==> src/rtl/axi_arb_pkg.sv <==
// Shared definitions for the AXI-lite N-to-1 arbiter family.
//   - arbitration policy selectors
//   - arbiter state encoding
//   - AXI response codes
package axi_arb_pkg;

  localparam int unsigned ARB_MODE_FIXED = 0;
  localparam int unsigned ARB_MODE_RR    = 1;

  typedef enum logic [1:0] {
    ST_IDLE    = 2'd0,
    ST_GRANT   = 2'd1,
    ST_TIMEOUT = 2'd2
  } arb_state_e;

  localparam logic [1:0] RESP_OKAY   = 2'b00;
  localparam logic [1:0] RESP_SLVERR = 2'b10;

endpackage

==> src/rtl/arb_pick.sv <==
// Combinational winner selection.
//   req_i    : request vector, one bit per master
//   rr_ptr_i : round-robin start index (ignored in fixed-priority mode)
//   grant_o  : one-hot winner, all zero when no request
//   idx_o    : binary index of the winner
//   valid_o  : at least one request present
module arb_pick
  import axi_arb_pkg::*;
#(
  parameter int unsigned NUM_MASTERS = 2,
  parameter int unsigned ARB_MODE    = ARB_MODE_FIXED,
  parameter int unsigned IDX_W       = (NUM_MASTERS > 1) ? $clog2(NUM_MASTERS) : 1
) (
  input  logic [NUM_MASTERS-1:0] req_i,
  input  logic [IDX_W-1:0]       rr_ptr_i,
  output logic [NUM_MASTERS-1:0] grant_o,
  output logic [IDX_W-1:0]       idx_o,
  output logic                   valid_o
);

  logic [IDX_W-1:0] base;

  // Fixed priority is a circular scan that always starts at index 0.
  assign base = (ARB_MODE == ARB_MODE_RR) ? rr_ptr_i : '0;

  always_comb begin : pick
    int unsigned      j;
    logic [IDX_W-1:0] jw;
    logic             found;
    j       = 0;
    jw      = '0;
    found   = 1'b0;
    grant_o = '0;
    idx_o   = '0;
    for (int unsigned k = 0; k < NUM_MASTERS; k++) begin
      j  = (32'(base) + k) % NUM_MASTERS;
      jw = IDX_W'(j);
      if (!found && req_i[jw]) begin
        found       = 1'b1;
        grant_o[jw] = 1'b1;
        idx_o       = jw;
      end
    end
    valid_o = found;
  end

endmodule

==> src/rtl/axi_lite_nto1_arbiter.sv <==
// N-master to 1-slave AXI-lite arbiter.
//   clk, rst            : clock, synchronous active-high reset
//   m_req               : per-master request, held until its response completes
//   m_ar*/m_aw*/m_w*    : packed per-master request channels (slice i = master i)
//   m_r*/m_b*           : packed per-master response channels
//   s_*                 : single slave port, driven only while a grant is held
//   grant               : one-hot current owner (zero in IDLE)
//   busy                : high in GRANT or TIMEOUT
// A grant ends only on a completed R or B handshake; an owner whose grant
// stays open for TIMEOUT_CYCLES is completed locally with SLVERR.
module axi_lite_nto1_arbiter
  import axi_arb_pkg::*;
#(
  parameter int unsigned NUM_MASTERS    = 2,
  parameter int unsigned DATA_WIDTH     = 32,
  parameter int unsigned ADDR_WIDTH     = 32,
  parameter int unsigned ARB_MODE       = ARB_MODE_FIXED,
  parameter int unsigned TIMEOUT_CYCLES = 1023
) (
  input  logic                                  clk,
  input  logic                                  rst,
  input  logic [NUM_MASTERS-1:0]                m_req,
  input  logic [NUM_MASTERS*ADDR_WIDTH-1:0]     m_araddr,
  input  logic [NUM_MASTERS*ADDR_WIDTH-1:0]     m_awaddr,
  input  logic [NUM_MASTERS-1:0]                m_arvalid,
  input  logic [NUM_MASTERS-1:0]                m_awvalid,
  input  logic [NUM_MASTERS-1:0]                m_wvalid,
  input  logic [NUM_MASTERS-1:0]                m_rready,
  input  logic [NUM_MASTERS-1:0]                m_bready,
  input  logic [NUM_MASTERS*DATA_WIDTH-1:0]     m_wdata,
  input  logic [NUM_MASTERS*(DATA_WIDTH/8)-1:0] m_wstrb,
  output logic [NUM_MASTERS-1:0]                m_arready,
  output logic [NUM_MASTERS-1:0]                m_awready,
  output logic [NUM_MASTERS-1:0]                m_wready,
  output logic [NUM_MASTERS-1:0]                m_rvalid,
  output logic [NUM_MASTERS-1:0]                m_bvalid,
  output logic [NUM_MASTERS*DATA_WIDTH-1:0]     m_rdata,
  output logic [NUM_MASTERS*2-1:0]              m_rresp,
  output logic [NUM_MASTERS*2-1:0]              m_bresp,
  output logic [ADDR_WIDTH-1:0]                 s_araddr,
  output logic [ADDR_WIDTH-1:0]                 s_awaddr,
  output logic                                  s_arvalid,
  output logic                                  s_awvalid,
  output logic                                  s_wvalid,
  output logic                                  s_rready,
  output logic                                  s_bready,
  output logic [DATA_WIDTH-1:0]                 s_wdata,
  output logic [DATA_WIDTH/8-1:0]               s_wstrb,
  input  logic                                  s_arready,
  input  logic                                  s_awready,
  input  logic                                  s_wready,
  input  logic                                  s_rvalid,
  input  logic                                  s_bvalid,
  input  logic [DATA_WIDTH-1:0]                 s_rdata,
  input  logic [1:0]                            s_rresp,
  input  logic [1:0]                            s_bresp,
  output logic [NUM_MASTERS-1:0]                grant,
  output logic                                  busy
);

  localparam int unsigned IW = (NUM_MASTERS > 1) ? $clog2(NUM_MASTERS) : 1;
  localparam int unsigned SW = DATA_WIDTH / 8;
  localparam int unsigned CW = (TIMEOUT_CYCLES > 0) ? $clog2(TIMEOUT_CYCLES + 1) : 1;

  arb_state_e             state_q;
  logic [NUM_MASTERS-1:0] grant_q;
  logic [IW-1:0]          idx_q;
  logic [IW-1:0]          rr_ptr_q;
  logic [CW-1:0]          cnt_q;
  logic                   busy_q;

  logic                   release_w;
  logic                   tmo_hit;
  logic [IW-1:0]          ptr_inc;
  logic [NUM_MASTERS-1:0] pick_req;
  logic [IW-1:0]          pick_ptr;
  logic [NUM_MASTERS-1:0] pick_grant;
  logic [IW-1:0]          pick_idx;
  logic                   pick_valid;

  assign grant = grant_q;
  assign busy  = busy_q;

  assign ptr_inc = (idx_q == IW'(NUM_MASTERS - 1)) ? '0 : idx_q + 1'b1;

  // Re-arbitration in the release cycle starts from the pointer value being
  // written this cycle, so back-to-back grants need no idle cycle.
  always_comb begin
    pick_req = m_req;
    pick_ptr = rr_ptr_q;
    if (state_q != ST_IDLE) begin
      pick_ptr = ptr_inc;
      if (ARB_MODE == ARB_MODE_RR) pick_req = m_req & ~grant_q;
    end
  end

  arb_pick #(
    .NUM_MASTERS (NUM_MASTERS),
    .ARB_MODE    (ARB_MODE),
    .IDX_W       (IW)
  ) u_pick (
    .req_i    (pick_req),
    .rr_ptr_i (pick_ptr),
    .grant_o  (pick_grant),
    .idx_o    (pick_idx),
    .valid_o  (pick_valid)
  );

  // In TIMEOUT the arbiter itself drives valid=1, so the owner's ready alone
  // completes the handshake.
  always_comb begin
    release_w = 1'b0;
    if (state_q == ST_GRANT)
      release_w = (s_rvalid & m_rready[idx_q]) | (s_bvalid & m_bready[idx_q]);
    else if (state_q == ST_TIMEOUT)
      release_w = m_rready[idx_q] | m_bready[idx_q];
  end

  assign tmo_hit = (TIMEOUT_CYCLES != 0) && ((cnt_q + 1'b1) == CW'(TIMEOUT_CYCLES));

  always_comb begin
    s_araddr  = '0;
    s_awaddr  = '0;
    s_arvalid = 1'b0;
    s_awvalid = 1'b0;
    s_wvalid  = 1'b0;
    s_rready  = 1'b0;
    s_bready  = 1'b0;
    s_wdata   = '0;
    s_wstrb   = '0;
    m_arready = '0;
    m_awready = '0;
    m_wready  = '0;
    m_rvalid  = '0;
    m_bvalid  = '0;
    m_rdata   = '0;
    m_rresp   = '0;
    m_bresp   = '0;
    if (state_q == ST_GRANT) begin
      s_araddr  = m_araddr[idx_q*ADDR_WIDTH +: ADDR_WIDTH];
      s_awaddr  = m_awaddr[idx_q*ADDR_WIDTH +: ADDR_WIDTH];
      s_arvalid = m_arvalid[idx_q];
      s_awvalid = m_awvalid[idx_q];
      s_wvalid  = m_wvalid[idx_q];
      s_rready  = m_rready[idx_q];
      s_bready  = m_bready[idx_q];
      s_wdata   = m_wdata[idx_q*DATA_WIDTH +: DATA_WIDTH];
      s_wstrb   = m_wstrb[idx_q*SW +: SW];
      m_arready[idx_q]                    = s_arready;
      m_awready[idx_q]                    = s_awready;
      m_wready[idx_q]                     = s_wready;
      m_rvalid[idx_q]                     = s_rvalid;
      m_bvalid[idx_q]                     = s_bvalid;
      m_rdata[idx_q*DATA_WIDTH +: DATA_WIDTH] = s_rdata;
      m_rresp[idx_q*2 +: 2]               = s_rresp;
      m_bresp[idx_q*2 +: 2]               = s_bresp;
    end else if (state_q == ST_TIMEOUT) begin
      m_rvalid[idx_q]       = 1'b1;
      m_bvalid[idx_q]       = 1'b1;
      m_rresp[idx_q*2 +: 2] = RESP_SLVERR;
      m_bresp[idx_q*2 +: 2] = RESP_SLVERR;
    end
  end

  always_ff @(posedge clk) begin
    if (rst) begin
      state_q  <= ST_IDLE;
      grant_q  <= '0;
      idx_q    <= '0;
      rr_ptr_q <= '0;
      cnt_q    <= '0;
      busy_q   <= 1'b0;
    end else begin
      case (state_q)
        ST_IDLE: begin
          if (pick_valid) begin
            state_q <= ST_GRANT;
            grant_q <= pick_grant;
            idx_q   <= pick_idx;
            cnt_q   <= '0;
            busy_q  <= 1'b1;
          end
        end
        ST_GRANT, ST_TIMEOUT: begin
          // A real response in the expiry cycle takes precedence over timeout.
          if (release_w) begin
            rr_ptr_q <= ptr_inc;
            cnt_q    <= '0;
            if (pick_valid) begin
              state_q <= ST_GRANT;
              grant_q <= pick_grant;
              idx_q   <= pick_idx;
              busy_q  <= 1'b1;
            end else begin
              state_q <= ST_IDLE;
              grant_q <= '0;
              busy_q  <= 1'b0;
            end
          end else if (state_q == ST_GRANT) begin
            if (tmo_hit) state_q <= ST_TIMEOUT;
            else         cnt_q   <= cnt_q + 1'b1;
          end
        end
        default: begin
          state_q <= ST_IDLE;
          grant_q <= '0;
          busy_q  <= 1'b0;
        end
      endcase
    end
  end

endmodule

==> config.mk <==
export PLATFORM = sky130hd
export DESIGN_NAME = axi_lite_nto1_arbiter
export DESIGN_NICKNAME = d
export VERILOG_FILES = /design/src/rtl/axi_arb_pkg.sv /design/src/rtl/arb_pick.sv /design/src/rtl/axi_lite_nto1_arbiter.sv
export SDC_FILE = /design/constraint.sdc
export NUM_CORES = 1
export LEC_CHECK = 0
export CAP_MARGIN = 20
export CORE_AREA = 4 4 170 172
export DETAILED_ROUTE_END_ITERATION = 16
export DIE_AREA = 0 0 174 176
export MAX_ROUTING_LAYER = met4
export SYNTH_ARGS = -nofsm -noshare
export SYNTH_HDL_FRONTEND = slang
export SYNTH_HIERARCHICAL = 1
export SYNTH_SLANG_ARGS = --single-unit
==> constraint.sdc <==
create_clock -name clk -period 2.67 [get_ports clk]
set_input_delay 0.534 -clock clk [delete_from_list [all_inputs] [get_ports clk]]
set_output_delay 0.534 -clock clk [all_outputs]
set_load 0.05 [all_outputs]
Word-level counts from Yosys, hierarchy flattened
Index checks and enable logic that the tools add are counted.
- flip-flop bits (word level): 16
- logic and storage cells: 111
- add/subtract/negate cells: 3
- magnitude comparators: 2
- equality and inequality tests: 8
- shift-type cells: 10
- mux-type cells: 60
- bitwise logic cells: 13
- reductions and logical operators: 10
- operator list (cell ; count):
    64-bit by 7-bit indexed part select with 32-bit output ; 3
    32-bit two-way mux ; 3
    2-bit by 34-bit indexed part select with 4-bit output ; 2
    64-bit AND ; 1
    64-bit two-way mux ; 1
    32-bit by 34-bit variable shift with 64-bit output (first input constant) ; 1
    32-bit by 34-bit indexed part select with 64-bit output ; 1
    10-bit two-way mux ; 4
    2-bit negator with 34-bit output ; 1
    6-bit negator with 34-bit output ; 1
    2-bit by 34-bit variable shift with 4-bit output (first input constant) ; 1
    2-bit by 34-bit indexed part select with 4-bit output (first input constant) ; 1
    1-bit two-way mux ; 28
    2-bit two-way mux ; 14
    10-bit one-hot mux with 2 select lines ; 1
    4-bit two-way mux ; 4
    4-bit AND ; 3
    10-bit by 1-bit adder with 10-bit output (second input constant) ; 1
    2-bit AND ; 5
    10-bit equality test (second input constant) ; 1
    3-bit inequality test (second input constant) ; 3
    2-bit one-hot mux with 2 select lines ; 2
    8-bit by 4-bit indexed part select with 4-bit output ; 1
    2-bit inequality test (second input constant) ; 2
    16 further kinds ; 21

Longest topological paths before layout
- word-level depth: 7
- mapped depth: 10
- depth with buffers taken out: 7

By module
Netlist, hierarchy kept.
- modules (own cells, without submodules) (module ; times used ; cells an instance ; area each (µm²) ; seq. area each (µm²)):
    axi_lite_nto1_arbiter ; 1 ; 464 ; 3428.3 ; 340.3
    arb_pick ; 1 ; 4 ; 27.5 ; 0.0

Worst setup path after synthesis
No wires, ideal clock.
- path type: reg2out
- start: reg state_q[1]
- end: out s_awaddr[13]
- data arrival time: 2.144 ns
- path slack: -0.008 ns
- stages on the path, launching flop included: 8
- buffers on the path: 4
- cell sequence: dfxtp_1 -> inv_1 -> ha_1 -> buf_2 -> clkbuf_1 -> clkbuf_1 -> clkbuf_1 -> nor2b_1
- longest elaborated chain between the ends: 2
- ends and longest elaborated chain (what ; line ; RTL):
    start, declared ; axi_lite_nto1_arbiter.sv:65 ; arb_state_e state_q;
    start signal, assigned ; axi_lite_nto1_arbiter.sv:167 ; state_q <= ST_IDLE;
    start signal, assigned ; axi_lite_nto1_arbiter.sv:177 ; state_q <= ST_GRANT;
    start signal, assigned ; axi_lite_nto1_arbiter.sv:190 ; state_q <= ST_GRANT;
    2-bit by 1-bit equality test with 1-bit output ; axi_lite_nto1_arbiter.sv:139 ; if (state_q == ST_GRANT) begin
    32-bit two-way mux ; axi_lite_nto1_arbiter.sv:139 ;
    end, declared ; axi_lite_nto1_arbiter.sv:41 ; output logic [ADDR_WIDTH-1:0] s_awaddr,
Every way passes these cells.

Worst setup path after layout
- start: reg state_q[1]
- end: out m_rdata[28]
- longest elaborated chain between the ends: 2
- ends and longest elaborated chain (what ; line ; RTL):
    2-bit by 1-bit equality test with 1-bit output ; axi_lite_nto1_arbiter.sv:139 ;
    64-bit two-way mux ; axi_lite_nto1_arbiter.sv:139 ;
    end, declared ; axi_lite_nto1_arbiter.sv:37 ; output logic [NUM_MASTERS*DATA_WIDTH-1:0] m_rdata,
Every way passes these cells.

==> metrics.csv <==
metric,value,unit
Tightest Pin Transition,0.5960,ns
post-route cell area,10060,µm²
Post-Syn Nets,724,
synthesized area,3407,µm²
CTS Hold Buffers Added,0,
CTS tree,built,
Layout fillers,2730,
max layer used,met4,
crit path kind,register to output pin,
met3 wire len,1672,µm
"commonest non-fill, non-tap cell in the layout",clkdlybuf4s50_1,
Critical Path RT,2.14,ns
Setup Buffers After CTS,0,
clk_lat worst skew,0.25,ns
placed cell area,9975,µm²
Slew HR,59.90,%
gate count of the mapped netlist,463,
# nets final,1148,
# port buffers,444,
Area Overhead vs Synth,195.2,%
Final Cycle Share,93.56,%
most frequent cells in the layout,"257 x clkdlybuf4s50_1, 164 x buf_12, 105 x mux2i_1",
worst-case clock buffer depth,2,
proportion of layout cells with a drive suffix above 1,30.14,%
initial antenna violation count,1,
min cycle time layout,2.498,ns
initial DRC count,350,
Initial Util,12.40,%
DRC violations left,0,
wire length per cell,19.13,µm
H-tree depth,1,
core area,27480,µm²
status,"finished, final reports clean",
Lkg Pwr,3.821,nW
Clock Skews,0.003300,ns
worst-path maximum fanout,37,
met1 WL,9672,µm
worst IR drop on VDD,0.0002720,V
final hold violations,0,
GRT Util Overall,14.35,%
first-pass GRT wire length,33180,µm
WL met2,11950,µm
CTS buffer count,3,
Register Area,324.1,µm²
Setup crit end kind,output pin,
DR vias/cell,4.002,
worst hold slack,0.4782,ns
GP Congestion,0.8202,
clock transition at the registers of the reported paths,0.05,ns
Chip Height,176,µm
Die ar.,30620,µm²
"Gates resized, CTS repair",0,
syn avg cell area,7.359,µm²
PD cells,427.8,nW/µm²
Critical Path AT,1.96,ns
ANT nets after route,0,
fin. max-slew vios,0,
RSZ-0062 raised after global routing,no,
drt pass-1 iters,4,
remaining global-route overflow,0,
hpwl dp,20570,µm
CTS Sinks,16,
DR vias,4934,
max cap viols,0,
Synth warnings,6,
number of global-route vias before repair,4817,
total routed wirelength,23580,µm
clk root buf,clkbuf_16,
Tot Pwr,0.004302,W
Cell Rows,61,
TNS Setup,0,ns
hold crit path type,register to register,
Worst setup SP type,register,
Max Clk Rate,400.3,MHz
# IOs,445,
die extent in x,174,µm
Setup-failing EPs final,0,
Multi-input gate area,2998,µm²
largest net degree at the start of global routing,71,
final cells by class:
class	count	share of cell area, %
diodes	1	0.02488
multi-input cells	390	29.81
repair buffers	463	61.37
well taps	346	4.305
clock buffers	4	0.7839
flip-flops and latches	16	3.223
inverters	13	0.4853
registers in the layout, indices dropped and copies added (netlist names):
register  flops
busy          1
cnt_q        10
grant         2
state_q       2
idx_q         1
worst paths after layout:
check | start | end | slack [ns] | depth (start not counted)
max | state_q[1]$_SDFFE_PP0P_ | m_rdata[28] | 0.17 | 6
min | busy$_SDFFE_PP0P_ | busy$_SDFFE_PP0P_ | 0.48 | 2
max reg2reg | cnt_q[1]$_SDFFE_PP0P_ | cnt_q[9]$_SDFFE_PP0P_ | 0.39 | 6
min reg2reg | busy$_SDFFE_PP0P_ | busy$_SDFFE_PP0P_ | 0.48 | 2
metrics by stage:
step	worst slack [ns]	cells	utilization (%)
floorplan	0.09307	463	-
global placement	0.2022	1228	36.30
detailed placement	0.1619	1228	36.30
CTS	0.1027	1232	36.59
global route	0.009392	1233	36.60
finish	0.1720	1233	36.60
critical path: stages, from the launching register on:
cell and delay, ns:
dfxtp_1 0.33, inv_1 0.11, ha_4 0.35, nor2b_2 0.20, buf_4 0.32, and2_1 0.23
buf_12 0.15
where the power goes:
| group | total [W] | internal (W) | leakage (nW) | switching [W] |
|---|---|---|---|---|
| combinational | 0.00374 | 0.00181 | 3.65 | 0.00193 |
| clock | 0.000294 | 0.000202 | 0.0382 | 0.0000915 |
| sequential | 0.000270 | 0.000251 | 0.131 | 0.0000194 |
| total | 0.00430 | 0.00226 | 3.82 | 0.00204 |
routing by layer:
layer	up-vias	track usage (%)
met3	18	3.255
met1	2249	18.02
met5	-	-
li1	2444	-
met4	0	1.848
met2	223	24.37
(Power assumes the default switching activity.)
